[src/rtl/alu_wide_sequencer.sv]
// rtl/alu_wide_sequencer.sv - 32-bit ADD/SUB/ADC sequencer chaining two 16-bit ALU passes
module alu_wide_sequencer (
   input  logic        Clock,
   input  logic        Reset,
   input  logic        ReqValid,
   output logic        ReqReady,
   input  logic [1:0]  ReqOp,
   input  logic [31:0] ReqA,
   input  logic [31:0] ReqB,
   output logic [15:0] AluA,
   output logic [15:0] AluB,
   output logic [4:0]  AluFunSel,
   output logic        AluWF,
   input  logic [15:0] AluOut,
   input  logic [3:0]  AluFlags,
   output logic        RspValid,
   input  logic        RspReady,
   output logic [31:0] RspData,
   output logic [3:0]  RspFlags
);

   localparam logic [2:0] StIdle = 3'd0;
   localparam logic [2:0] StLo   = 3'd1;
   localparam logic [2:0] StHi   = 3'd2;
   localparam logic [2:0] StCap  = 3'd3;
   localparam logic [2:0] StResp = 3'd4;

   localparam logic [4:0] FunAdd = 5'b10100;
   localparam logic [4:0] FunAdc = 5'b10101;
   localparam logic [4:0] FunSub = 5'b10110;

   localparam logic [1:0] OpSub = 2'b01;
   localparam logic [1:0] OpAdc = 2'b10;

   logic [2:0]  state;
   logic [31:0] opA;
   logic [31:0] opB;
   logic [1:0]  op;
   logic [15:0] loRes;
   logic [15:0] hiRes;
   logic        loZero;

   always_ff @(posedge Clock) begin
      if (Reset) begin
         state    <= StIdle;
         opA      <= '0;
         opB      <= '0;
         op       <= '0;
         loRes    <= '0;
         hiRes    <= '0;
         loZero   <= 1'b0;
         RspData  <= '0;
         RspFlags <= '0;
      end else begin
         case (state)
            StIdle: begin
               if (ReqValid) begin
                  opA   <= ReqA;
                  opB   <= ReqB;
                  op    <= ReqOp;
                  state <= StLo;
               end
            end
            StLo: begin
               loRes  <= AluOut;
               loZero <= (AluOut == 16'h0000);
               state  <= StHi;
            end
            StHi: begin
               hiRes <= AluOut;
               state <= StCap;
            end
            StCap: begin
               // C/N/O belong to the high pass; Z must cover all 32 bits
               RspData  <= {hiRes, loRes};
               RspFlags <= {loZero & AluFlags[3], AluFlags[2:0]};
               state    <= StResp;
            end
            StResp: begin
               if (RspReady) state <= StIdle;
            end
            default: state <= StIdle;
         endcase
      end
   end

   always_comb begin
      AluA      = '0;
      AluB      = '0;
      AluFunSel = '0;
      AluWF     = 1'b0;
      case (state)
         StLo: begin
            AluA  = opA[15:0];
            AluB  = opB[15:0];
            AluWF = 1'b1;
            if (op == OpSub)      AluFunSel = FunSub;
            else if (op == OpAdc) AluFunSel = FunAdc;
            else                  AluFunSel = FunAdd;
         end
         StHi: begin
            // Subtract carry means "no borrow", so A + ~B + C continues the chain
            AluA      = opA[31:16];
            AluB      = (op == OpSub) ? ~opB[31:16] : opB[31:16];
            AluFunSel = FunAdc;
            AluWF     = 1'b1;
         end
         default: ;
      endcase
   end

   assign ReqReady = (state == StIdle);
   assign RspValid = (state == StResp);

endmodule

[config.mk]
export PLATFORM = sky130hd
export DESIGN_NAME = alu_wide_sequencer
export DESIGN_NICKNAME = d
export VERILOG_FILES = /design/src/rtl/alu_wide_sequencer.sv
export SDC_FILE = /design/constraint.sdc
export NUM_CORES = 1
export LEC_CHECK = 0
export CORE_ASPECT_RATIO = 0.5
export CORE_MARGIN = 5
export CORE_UTILIZATION = 40
export DETAILED_ROUTE_END_ITERATION = 10
export PLACE_DENSITY_LB_ADDON = 0.25
export SYNTH_ARGS = -nofsm -noshare
export SYNTH_HDL_FRONTEND = slang
export SYNTH_SLANG_ARGS = --single-unit
[constraint.sdc]
create_clock -name Clock -period 4.76 [get_ports Clock]
set_clock_uncertainty 0.15 [all_clocks]
set_input_delay 0.714 -clock Clock [delete_from_list [all_inputs] [get_ports Clock]]
set_output_delay 0.714 -clock Clock [all_outputs]
set_load 0.05 [all_outputs]
After elaboration in Yosys (flattened, before gate mapping)
Index checks and enable logic that the tools add are counted.

word-level totals
  flip-flop bits (word level) = 138
  bits of input ports = 90
  logic and storage cells = 34

cells by class
  muxes and demuxes = 10
  bitwise gates (word level) = 2
  equal/unequal tests = 8
  reductions and logical operators = 5

operators by type and width
  cell                  number
  $pmux W16 S2          2
  $logic_not A16 Y1     1
  $mux W16              1
  $not A16 Y16          1
  $pmux W3 S5           1
  $pmux W5 S2           1
  $eq A3 B2 Y1 const B  2
  $mux W3               2
  $reduce_and A2 Y1     2
  $eq A3 B1 Y1 const B  1
  $eq A3 B3 Y1 const B  1
  $logic_not A3 Y1      1
  $eq A2 B1 Y1 const B  1
  $eq A2 B2 Y1 const B  1
  $mux W1               2
  $mux W2               1
  $ne A2 B1 Y1 const B  1
  $ne A2 B2 Y1 const B  1
  $reduce_or A2 Y1      1
  $and A1 B1 Y1         1

Logic depth before layout (Yosys ltp)
Gate-level depths: netlist of run 1.

  word-level depth = 4
  mapped depth = 6

Worst setup path after synthesis of run 1
Ideal clock, no wire load.

  path kind = register to output
  from = reg state[2]
  to = out AluFunSel[0]
  required time = 3.896 ns
  stages on the path, launching flop included = 6
  path buffers = 3
  arrival = 2.272 ns
  slack = 1.624 ns
  cells stage by stage = dfxtp_1 -> buf_2 -> or3b_1 -> buf_2 -> buf_2 -> o21ai_0

between the ends
  cells in the longest elaborated chain, start to end = 2
  elaborated cells on any way between the ends = 3
  those cells by class = eq/ne: 2; mux: 1

ends and longest elaborated chain
  element                                       RTL line  source
  start: declaration                            35        logic [2:0] state;
  start signal: assignment                      45        state <= StIdle;
  start signal: assignment                      61        state <= StLo;
  start signal: assignment                      67        state <= StHi;
  $eq A3 B2 Y1 or $eq A3 B1 Y1 (tied branches)  92        case (state)
  $pmux W5 S2 *                                 92
  end: declaration                              12        output logic [4:0] AluFunSel,

Mark *: on every way between the ends. The rest lies on a longest branch, timed or not.

Worst setup path in the final report of run 1
  from = reg state[1]
  to = out AluB[8]

between the ends
  cells in the longest elaborated chain, start to end = 2
  elaborated cells on any way between the ends = 3
  those cells by class = eq/ne: 2; mux: 1

ends and longest elaborated chain
  element                                       RTL line  source
  $eq A3 B2 Y1 or $eq A3 B1 Y1 (tied branches)  92
  $pmux W16 S2 *                                92
  end: declaration                              11        output logic [15:0] AluB,

Marked as above.

==> results of run 1 <==
routing by layer:
metal,vias up,global-route usage (%),wire length [um]
met2,115,30.2,6900
met5,-,0,0
li1,2528,-,-
met1,2328,22.2,6460
met3,15,5.05,809
met4,0,4.98,174
worst max path at each step:
stage | from | endpoint | slack, ns | cells after the start
after floorplan | state[2] | AluFunSel[0] | 1.62 | 5
after global placement | state[1] | AluB[12] | 1.30 | 3
after detailed placement | state[1] | AluB[8] | 1.22 | 3
after CTS | state[1] | AluB[8] | 0.76 | 3
after global routing | state[1] | AluB[12] | 0.56 | 3
final | state[1] | AluB[8] | 0.77 | 3
flip-flops by register name, indices dropped and copies added, names as in the netlist:
register,cells
opA,32
loRes,16
op,2
RspData,32
loZero,1
RspFlags,4
hiRes,16
opB,32
state,3
cells in the final DEF, fill, tap and decap left out, types with 3 or more instances in the layout:
cell and n:
a21oi_1 135, a22o_1 16, buf_4 7, clkbuf_16 17, clkdlybuf4s50_1 163, clkinv_4 3, dfxtp_1 138, inv_6 4
nand2_1 284, nor4_1 4, o21ai_0 13, o21ai_1 5, xnor2_1 17
final cells by class:
class                           instances  area share, %
Timing Repair Buffer                  171           22.4
Sequential cell                       138           36.3
Tap cell                              170           2.80
Clock inverter                         14           2.15
Multi-Input combinational cell        496           30.7
Clock buffer                           18           5.64
per-stage QoR:
step                      hold WS (ns)  cells  util, %  power (mW)  worst slack, ns
after global placement           0.291    975     54.4        1.78             1.30
after detailed placement         0.293    975     54.4        1.78             1.22
after floorplan                  0.282    692        -        1.60             1.62
final                            0.298   1007     59.0        3.07            0.765
after global routing             0.318   1007     59.0        3.21            0.565
after CTS                        0.297   1007     59.0        3.11            0.762
logic make-up after synthesis:
group	count (synthesis)	share of synthesized area, %
AO/OA/AOI/OAI	169	16.9
XOR/XNOR	17	2.78
buffers and inverters	58	5.15
flip-flops	138	51.7
other	1	0.0701
AND/OR/NAND/NOR	309	23.4
power by group through the flow:
stage	registers [mW]	logic [mW]	clock network, mW
final	1.27	0.488	1.32
after detailed placement	1.29	0.490	0
after global placement	1.29	0.488	0
after CTS	1.27	0.494	1.35
after global routing	1.28	0.532	1.40
after floorplan	1.28	0.321	0
critical path: stages (launching register included):
cell and delay, ns:
dfxtp_1 0.63, or3b_1 0.86, o21ai_0 0.38, clkdlybuf4s50_1 0.85
==> PnR_summary.wiki, run 1 <==
{| class="wikitable"
! Metric !! Value
|-
| Crit Path Class || flop to output pin
|-
| Number of violations of the max-capacitance limit || 0
|-
| Class of the tightest hold or removal check || flop to flop
|-
| Proportion of netlist area held by the largest area contributor || 51.7%
|-
| Area of all sequential standard cells || 2760 um^2
|-
| Leading cell type by number of instances after synthesis || nand2_1
|-
| Total leakage power || 2.63 nW
|-
| Final setup violation count || 0
|-
| Syn Inst Count || 692
|-
| Reg-to-reg critical path endpoint || loZero
|-
| Slack of the worst reg-to-reg path || 2.56 ns
|-
| Layout area overhead || 42.2%
|-
| Switching power summed over all nets || 0.872 mW
|-
| Vias in the first global route || 4841
|-
| Placeable Area || 12900 um^2
|-
| Starting utilization of the core area || 41.5%
|-
| Quantity of hold-fixing buffers added after cts || 0
|-
| CP Launch Type || flop
|-
| Die outline area || 15900 um^2
|-
| Asr flop ratio synth || 0%
|-
| Worst hold stages || 2
|-
| Synth top area cells || dfxtp_1 (52%), nand2_1 (20%), a21oi_1 (13%)
|-
| Slew margin rel. || 27.5%
|-
| Sw Ratio || 28.4%
|-
| Final hold violation count || 0
|-
| Final critical delay including setup and external delays || 3.99 ns
|-
| P_int || 2.20 mW
|-
| Synth Area per Inst || 7.73 um^2
|-
| Overall track demand over capacity in global routing || 17.7%
|-
| Final antenna-violating net count || 0
|-
| Kind of end point of the critical path || output pin
|-
| Combinational group share of total power || 15.9%
|-
| Antenna violations before repair || 0
|-
| Post-cts sizing count || 0
|-
| Seq/Total Area, Yosys || 51.7%
|-
| Syn_nets || 782
|-
| Wire per inst || 14.2 um
|-
| Peak fanout along the critical path || 34
|-
| Worst-skew pair later-pin latency || 0.40 ns
|-
| Post-route cell area || 7610 um^2
|-
| Routed via count || 4986
|-
| Number of buffers on the longest clock path || 2
|-
| Path depth of the worst reg2reg path || 3
|-
| Share of the clock period used by the worst path || 83.9%
|-
| Gr ovfl total || 0
|-
| Clock tree from TritonCTS || built
|-
| Height of the chip || 91.8 um
|-
| Number of synthesized register bits || 138
|-
| Number of max-slew violations in the final report || 0
|-
| Area after detailed placement || 7010 um^2
|-
| Hold-critical path endpoint || RspData[9]
|-
| Number of port buffers || 164
|-
| Global-route wire length before repair || 23600 um
|-
| Initial detailed-routing violation count || 225
|-
| Number of distinct library cell variants in the gate-level netlist after synthesis || 27
|-
| Top FF cell, synth || dfxtp_1
|-
| First drt pass iteration count || 5
|-
| Worst-margin pin slew || 1.09 ns
|-
| Num Clock Sinks || 138
|-
| Core Rows || 29
|-
| Part of the total power dissipated in sequential elements || 41.2%
|-
| Total setup buffers inserted after CTS || 0
|-
| Arrival time of data at the critical path endpoint || 3.13 ns
|-
| Deepest level of the CTS H-tree || 4
|-
| Net count reported at finish || 914
|-
| Count of flip-flops with a built-in enable after synthesis || 0
|-
| Final-layout setup total negative slack || 0 ns
|-
| Count of synthesis-stage warnings from yosys || 0
|-
| Launch instance of the worst min-delay path || loRes[9]
|-
| I/O pin count || 166
|-
| Number of vias per cell || 4.95
|-
| DRC errors left || 0
|-
| Total standard cell area after synthesis || 5350 um^2
|-
| Clock tree root driver cell || clkbuf_16
|-
| Unrepaired setup endpoints after global routing || false
|-
| Power share of the clock group || 42.9%
|-
| Synth area leader || dfxtp_1
|-
| Required time reported for the critical path endpoint || 3.90 ns
|-
| Highest ir drop seen on vdd || 259 uV
|-
| Number of fillers in the final layout || 1200
|-
| Highest attainable clock frequency || 0.250 GHz
|-
| TritonCTS Buffers || 17
|-
| Result of the run || finished clean
|-
| Layout cell share with drive strength beyond 1 || 5.26%
|-
| Floorplan die width || 174 um
|-
| Final antenna diode count || 0
|-
| Detailed placer's ending HPWL || 9610 um
|-
| PD cells || 404 nW/um^2
|-
| Ranking of synthesized cells by instance count || nand2_1 (284), dfxtp_1 (138), a21oi_1 (135)
|-
| Worst-path clk slew || 0.06 ns
|-
| Pin count of the biggest net entering global routing || 99
|-
| Multi-input gate area in the final layout || 2330 um^2
|-
| Aggregate routed wire length || 14300 um
|-
| Startpoint of the worst register-to-register path || state[0]
|-
| Routability cong. || 0.767
|}
No activity file was read; power rests on OpenSTA's default activity.
==> inputs of run 2 (changes only) <==
clock period = 4.12 ns   (was 4.76 ns; I/O delays follow)
==> PnR_summary.wiki, run 2 (synthesis gave the netlist of run 1 again) <==
{| class="wikitable"
! Metric !! Value
|-
| Pin count of the biggest net entering global routing || 81 (-18%)
|-
| Layout cell share with drive strength beyond 1 || 5.60% (+0.34 points)
|-
| Class of the tightest hold or removal check || flop to flop
|-
| Setup slack after layout || 0.336 ns (-0.429 ns)
|-
| Starting utilization of the core area || 41.5% (unchanged)
|-
| Initial detailed-routing violation count || 321 (+43%)
|-
| Highest attainable clock frequency || 0.264 GHz
|-
| First drt pass iteration count || 6 (+1)
|-
| Worst-path clk slew || 0.06 ns (about the same)
|-
| Number of max-slew violations in the final report || 0 (unchanged)
|-
| Commonest cells after routing, fill and taps aside || nand2_1 (284), clkdlybuf4s50_1 (163), dfxtp_1 (138), a21oi_1 (135)
|-
| Design Power || 3.46 mW (+13%)
|-
| Clock tree from TritonCTS || built
|-
| Final antenna diode count || 0 (unchanged)
|-
| Vias in the first global route || 4757 (-1.7%)
|-
| Slew margin rel. || 45.5% (+18 points)
|-
| Clock tree root driver cell || clkbuf_16
|-
| Layout area overhead || 41.9%
|-
| Ordered list of cells on the worst path || or3b_2 > o21ai_0 > clkdlybuf4s50_1
|-
| Routed via count || 4968 (-0.36%)
|-
| Final antenna-violating net count || 0 (unchanged)
|-
| Total setup buffers inserted after CTS || 0 (unchanged)
|-
| Share of the core filled with cells in the final layout || 58.9% (-0.16 points)
|-
| Required time reported for the critical path endpoint || 3.35 ns (-0.55 ns)
|-
| Core Rows || 29 (unchanged)
|-
| Global route hottest layer || met2
|-
| Final hold violation count || 0 (unchanged)
|-
| Final critical delay including setup and external delays || 3.78 ns
|-
| Final setup violation count || 0 (unchanged)
|-
| Global-route wire length before repair || 23500 um (-0.44%)
|-
| Final-layout setup total negative slack || 0 ns (unchanged)
|-
| Number of vias per cell || 4.92 (-0.66%)
|-
| Crit-path slowest cell || clkdlybuf4s50_1
|-
| Crit Path Class || flop to output pin
|-
| Height of the chip || 91.8 um (unchanged)
|-
| Number of violations of the max-capacitance limit || 0 (unchanged)
|-
| Aggregate routed wire length || 14400 um (+0.46%)
|-
| Registers with the most flip-flops || RspData x32, opA x32, opB x32
|-
| Worst-skew pair later-pin latency || 0.40 ns (about the same)
|-
| Number of port buffers || 164 (unchanged)
|-
| Peak fanout along the critical path || 34 (unchanged)
|-
| Die outline area || 15900 um^2 (unchanged)
|-
| Unrepaired setup endpoints after global routing || false
|-
| Antenna violations before repair || 0 (unchanged)
|-
| Tightest hold margin || 0.302 ns (+0.00360 ns)
|-
| TritonCTS Buffers || 17 (unchanged)
|-
| DRC errors left || 0 (unchanged)
|-
| Number of fillers in the final layout || 1167 (-2.8%)
|-
| Num Clock Sinks || 138 (unchanged)
|-
| Highest ir drop seen on vdd || 308 uV (+19%)
|-
| Kind of end point of the critical path || output pin
|-
| GR met1 Demand/Resource || 22.2% (-0.023 points)
|-
| I/O pin count || 166 (unchanged)
|-
| Met3 track demand over resource in global routing || 4.97% (-0.082 points)
|-
| Wire per inst || 14.3 um (+0.16%)
|-
| Routability cong. || 0.792 (+3.3%)
|-
| Worst-margin pin slew || 0.817 ns (-0.271 ns)
|-
| Met2 Resource Use GR || 30.5% (+0.29 points)
|-
| Deepest level of the CTS H-tree || 4 (unchanged)
|-
| Post-Place Setup Slack || 0.618 ns (-0.604 ns)
|-
| Share of the clock period used by the worst path || 91.8%
|-
| Gr ovfl total || 0 (unchanged)
|-
| Net count reported at finish || 917 (+0.33%)
|-
| Overall track demand over capacity in global routing || 17.9% (+0.15 points)
|-
| Detailed placer's ending HPWL || 9440 um (-1.7%)
|-
| Most common cell after layout, fill and taps aside || nand2_1
|-
| Placeable Area || 12900 um^2 (unchanged)
|-
| Number of buffers on the longest clock path || 2 (unchanged)
|-
| PD cells || 456 nW/um^2 (+13%)
|-
| CP Launch Type || flop
|-
| Arrival time of data at the critical path endpoint || 3.02 ns (-0.11 ns)
|-
| Result of the run || finished clean
|-
| Largest incremental delay on the critical path || 0.85 ns (about the same)
|-
| Total leakage power || 2.63 nW (about the same)
|-
| Floorplan die width || 174 um (unchanged)
|}
## run 2: changes by cell type in the layout (fill, tap and decap cells not counted)
cell | previous run | this run
buf_4 | 7 | 11
clkinv_4 | 3 | 5
inv_6 | 4 | 2
inv_8 | 2 | 0
buf_12 | 1 | 0
bufinv_16 | 2 | 1
clkbuf_1 | 1 | 2
clkbuf_8 | 0 | 1
clkinv_2 | 1 | 2
or3b_1 | 2 | 1
or3b_2 | 0 | 1
## run 2: final cells by class
cell class	count	area [um^2]	area share (%)
clock buffers	20	447	5.89
repair buffers	174	1710	22.6
well taps	170	213	2.80
flip-flops and latches	138	2760	36.4
multi-input cells	496	2330	30.8
clock inverters	12	116	1.53
## run 2: repair_timing
action                     4_1_cts  5_1_grt
hold buffers                     0        0
setup endpoints to repair        0        2
gates resized for setup          0        1
## run 2: worst paths after layout
path	start	to	slack (ns)	cells after the start
worst max-delay path	state[1]	AluB[9]	0.34	3
worst min-delay path	RspData[21]	RspData[21]	0.30	2
worst max register to register	state[0]	loZero	1.92	3
worst min register to register	RspData[21]	RspData[21]	0.30	2
## run 2: routing by layer
layer	up-vias	share of wire [%]	wire length (um)
li1	2533	-	-
met1	2288	45	6450
met2	130	48	6950
met3	17	5.5	792
met4	0	1.5	221
met5	-	0	0
## run 2: critical path, delay by kind of cell, from the launching register on
family                 cells  cell delay (ns)
buffers and inverters      1             0.85
AND/OR/NAND/NOR            1             0.81
flip-flops                 1             0.62
AO/OA/AOI/OAI              1             0.33
## run 2: metrics by stage
stage / std cells / area [um^2]
3_3_place_gp: 978 / 7020
4_1_cts: 1010 / 7590
6_report: 1010 / 7590
3_5_place_dp: 978 / 7020
5_1_grt: 1010 / 7590
2_1_floorplan: 692 / 5350
## run 2: report_power, final
| part | leakage (nW) | switching [mW] | internal [mW] |
|---|---|---|---|
| combinational | 1.23 | 0.344 | 0.221 |
| sequential | 1.12 | 0.0500 | 1.41 |
| clock | 0.271 | 0.579 | 0.852 |
==> inputs of run 3 (changes only) <==
PLACE_DENSITY = 0.73   (was default)
PLACE_DENSITY_LB_ADDON = default   (was 0.25)
clock period = 3.3 ns   (was 4.12 ns; I/O delays follow)
==> PnR_summary.wiki, run 3 (synthesis gave the netlist of run 1 again) <==
{| class="wikitable"
! Metric !! Value
|-
| I/O pin count || 166 (unchanged)
|-
| Floorplan die width || 174 um (unchanged)
|-
| Overall track demand over capacity in global routing || 17.9% (about the same)
|-
| Share of the clock period used by the worst path || 90.8%
|-
| Initial detailed-routing violation count || 296 (-7.8%)
|-
| Kind of end point of the critical path || output pin
|-
| TritonCTS Buffers || 17 (unchanged)
|-
| Final antenna diode count || 0 (unchanged)
|-
| Slew margin rel. || 45.5% (about the same)
|-
| Net count reported at finish || 920 (+0.33%)
|-
| Endpoint of the worst setup timing path || AluB[8]
|-
| Final antenna-violating net count || 0 (unchanged)
|-
| Starting utilization of the core area || 41.5% (unchanged)
|-
| Clock tree root driver cell || clkbuf_16
|-
| Global route hottest layer || met2
|-
| Reg-to-reg critical path endpoint || hiRes[5]
|-
| Quantity of hold-fixing buffers added after cts || 0 (unchanged)
|-
| Area after detailed placement || 7220 um^2 (+2.7%)
|-
| Peak fanout along the critical path || 19 (-44%)
|-
| Number of buffers on the longest clock path || 2 (unchanged)
|-
| Wire per inst || 14.4 um (+0.97%)
|-
| Final setup violation count || 0 (unchanged)
|-
| Antenna violations before repair || 0 (unchanged)
|-
| Number of max-slew violations in the final report || 0 (unchanged)
|-
| Vias in the first global route || 4733 (-0.50%)
|-
| Final critical delay including setup and external delays || 2.99 ns
|-
| Number of violations of the max-capacitance limit || 0 (unchanged)
|-
| CP Launch Type || flop
|-
| Share of the core filled with cells in the final layout || 60.7% (+1.8 points)
|-
| Layout cell share with drive strength beyond 1 || 10.4% (+4.8 points)
|-
| Class of the tightest hold or removal check || flop to flop
|-
| Gr ovfl total || 0 (unchanged)
|-
| Aggregate routed wire length || 14600 um (+1.3%)
|-
| Num Clock Sinks || 138 (unchanged)
|-
| Placeable Area || 12900 um^2 (unchanged)
|-
| Slack of the worst reg-to-reg path || 1.17 ns (-0.75 ns)
|-
| Detailed placer's ending HPWL || 9830 um (+4.1%)
|-
| Final hold violation count || 0 (unchanged)
|-
| Timing startpoint of the critical path || state[1]
|-
| Worst-margin pin slew || 0.814 ns (-0.00339 ns)
|-
| Post-route cell area || 7820 um^2 (+3.0%)
|-
| Registers with the most flip-flops || RspData x32, opA x32, opB x32
|-
| Non-filler instance count after layout || 1013 (+0.30%)
|-
| Most common cell after layout, fill and taps aside || nand2_1
|-
| Pin count of the biggest net entering global routing || 78 (-3.7%)
|-
| Result of the run || finished clean
|-
| Routability cong. || 0.780 (-1.5%)
|-
| Global-route wire length before repair || 23600 um (+0.50%)
|-
| Routed via count || 4998 (+0.60%)
|-
| Number of fillers in the final layout || 1122 (-3.9%)
|-
| GR met1 Demand/Resource || 22.7% (+0.47 points)
|-
| Met3 track demand over resource in global routing || 4.23% (-0.74 points)
|-
| DRC errors left || 0 (unchanged)
|-
| Number of port buffers || 164 (unchanged)
|-
| Total leakage power || 2.79 nW (+6.2%)
|-
| Clock tree from TritonCTS || built
|-
| Arrival time of data at the critical path endpoint || 2.35 ns (-0.67 ns)
|-
| Commonest cells after routing, fill and taps aside || nand2_1 (284), dfxtp_1 (138), a21oi_1 (135), clkdlybuf4s50_1 (126), buf_4 (30)
|-
| Number of vias per cell || 4.93 (+0.31%)
|-
| Highest attainable clock frequency || 0.334 GHz
|-
| PD cells || 575 nW/um^2 (+26%)
|-
| Worst-path clk slew || 0.06 ns (about the same)
|-
| Launch instance of the worst min-delay path || loRes[2]
|-
| Crit Path Class || flop to output pin
|-
| Core Rows || 29 (unchanged)
|-
| Worst-skew pair later-pin latency || 0.41 ns (about the same)
|-
| First drt pass iteration count || 4 (-2)
|-
| Placed cell count || 981 (+0.31%)
|-
| Total setup buffers inserted after CTS || 0 (unchanged)
|-
| Highest ir drop seen on vdd || 365 uV (+19%)
|-
| Final-layout setup total negative slack || 0 ns (unchanged)
|-
| Layout area overhead || 46.2%
|-
| Startpoint of the worst register-to-register path || state[1]
|-
| Met2 Resource Use GR || 30.8% (+0.29 points)
|-
| Deepest level of the CTS H-tree || 4 (unchanged)
|-
| Path depth of the worst reg2reg path || 4 (+1)
|-
| Required time reported for the critical path endpoint || 2.65 ns (-0.70 ns)
|-
| Unrepaired setup endpoints after global routing || false
|-
| Height of the chip || 91.8 um (unchanged)
|-
| Die outline area || 15900 um^2 (unchanged)
|-
| Post-cts sizing count || 0 (unchanged)
|}
-- run 3: changes by cell type in the layout (fill, tap and decap cells not counted), sizes merged --
| cell | before | now |
|---|---|---|
| inv | 2 | 9 |
| clkdlybuf4s50 | 163 | 126 |
| clkinvlp | 2 | 3 |
| buf | 11 | 51 |
| clkinv | 7 | 1 |
| bufinv | 1 | 2 |
| clkbuf | 20 | 17 |
-- run 3: per-stage QoR --
step           setup WS, ns  hold slack [ns]  total power, mW
4_1_cts               0.282            0.301             4.54
3_5_place_dp          0.745            0.293             2.61
6_report              0.305            0.297             4.49
5_1_grt               0.176            0.321             4.69
3_3_place_gp          0.816            0.289             2.60
2_1_floorplan         0.383            0.282             2.31
-- run 3: cell type report --
type,count,area (um^2),share of cell area [%]
Multi-Input combinational cell,496,2330,29.9
Sequential cell,138,2760,35.3
Timing Repair Buffer,177,1910,24.4
Clock buffer,17,425,5.44
Tap cell,170,213,2.72
Clock inverter,15,175,2.24
-- run 3: worst min path at each step --
stage                  end  slack (ns)  cells after the start
2_1_floorplan   RspData[0]        0.28                      2
3_3_place_gp   RspData[15]        0.29                      2
3_5_place_dp    RspData[2]        0.29                      2
4_1_cts         RspData[2]        0.30                      2
5_1_grt        RspData[30]        0.32                      2
6_report        RspData[2]        0.30                      2
-- run 3: metal layers --
layer  part of all wire [%]  vias to the layer above
met5                      0                        -
met4                    1.1                        0
met3                    4.3                       14
met2                     49                      110
met1                     45                     2334
li1                       -                     2540
-- run 3: power by group --
group          switching [mW]  total (mW)  internal [mW]
Combinational           0.440       0.746          0.306
Sequential             0.0619        1.83           1.76
Clock                   0.779        1.92           1.14
Total                    1.28        4.49           3.21
-- run 3: worst max-delay path: stages (launching register included) --
cell     delay (ns)
dfxtp_1        0.61
or3b_1         0.67
o21ai_0        0.46
buf_12         0.19
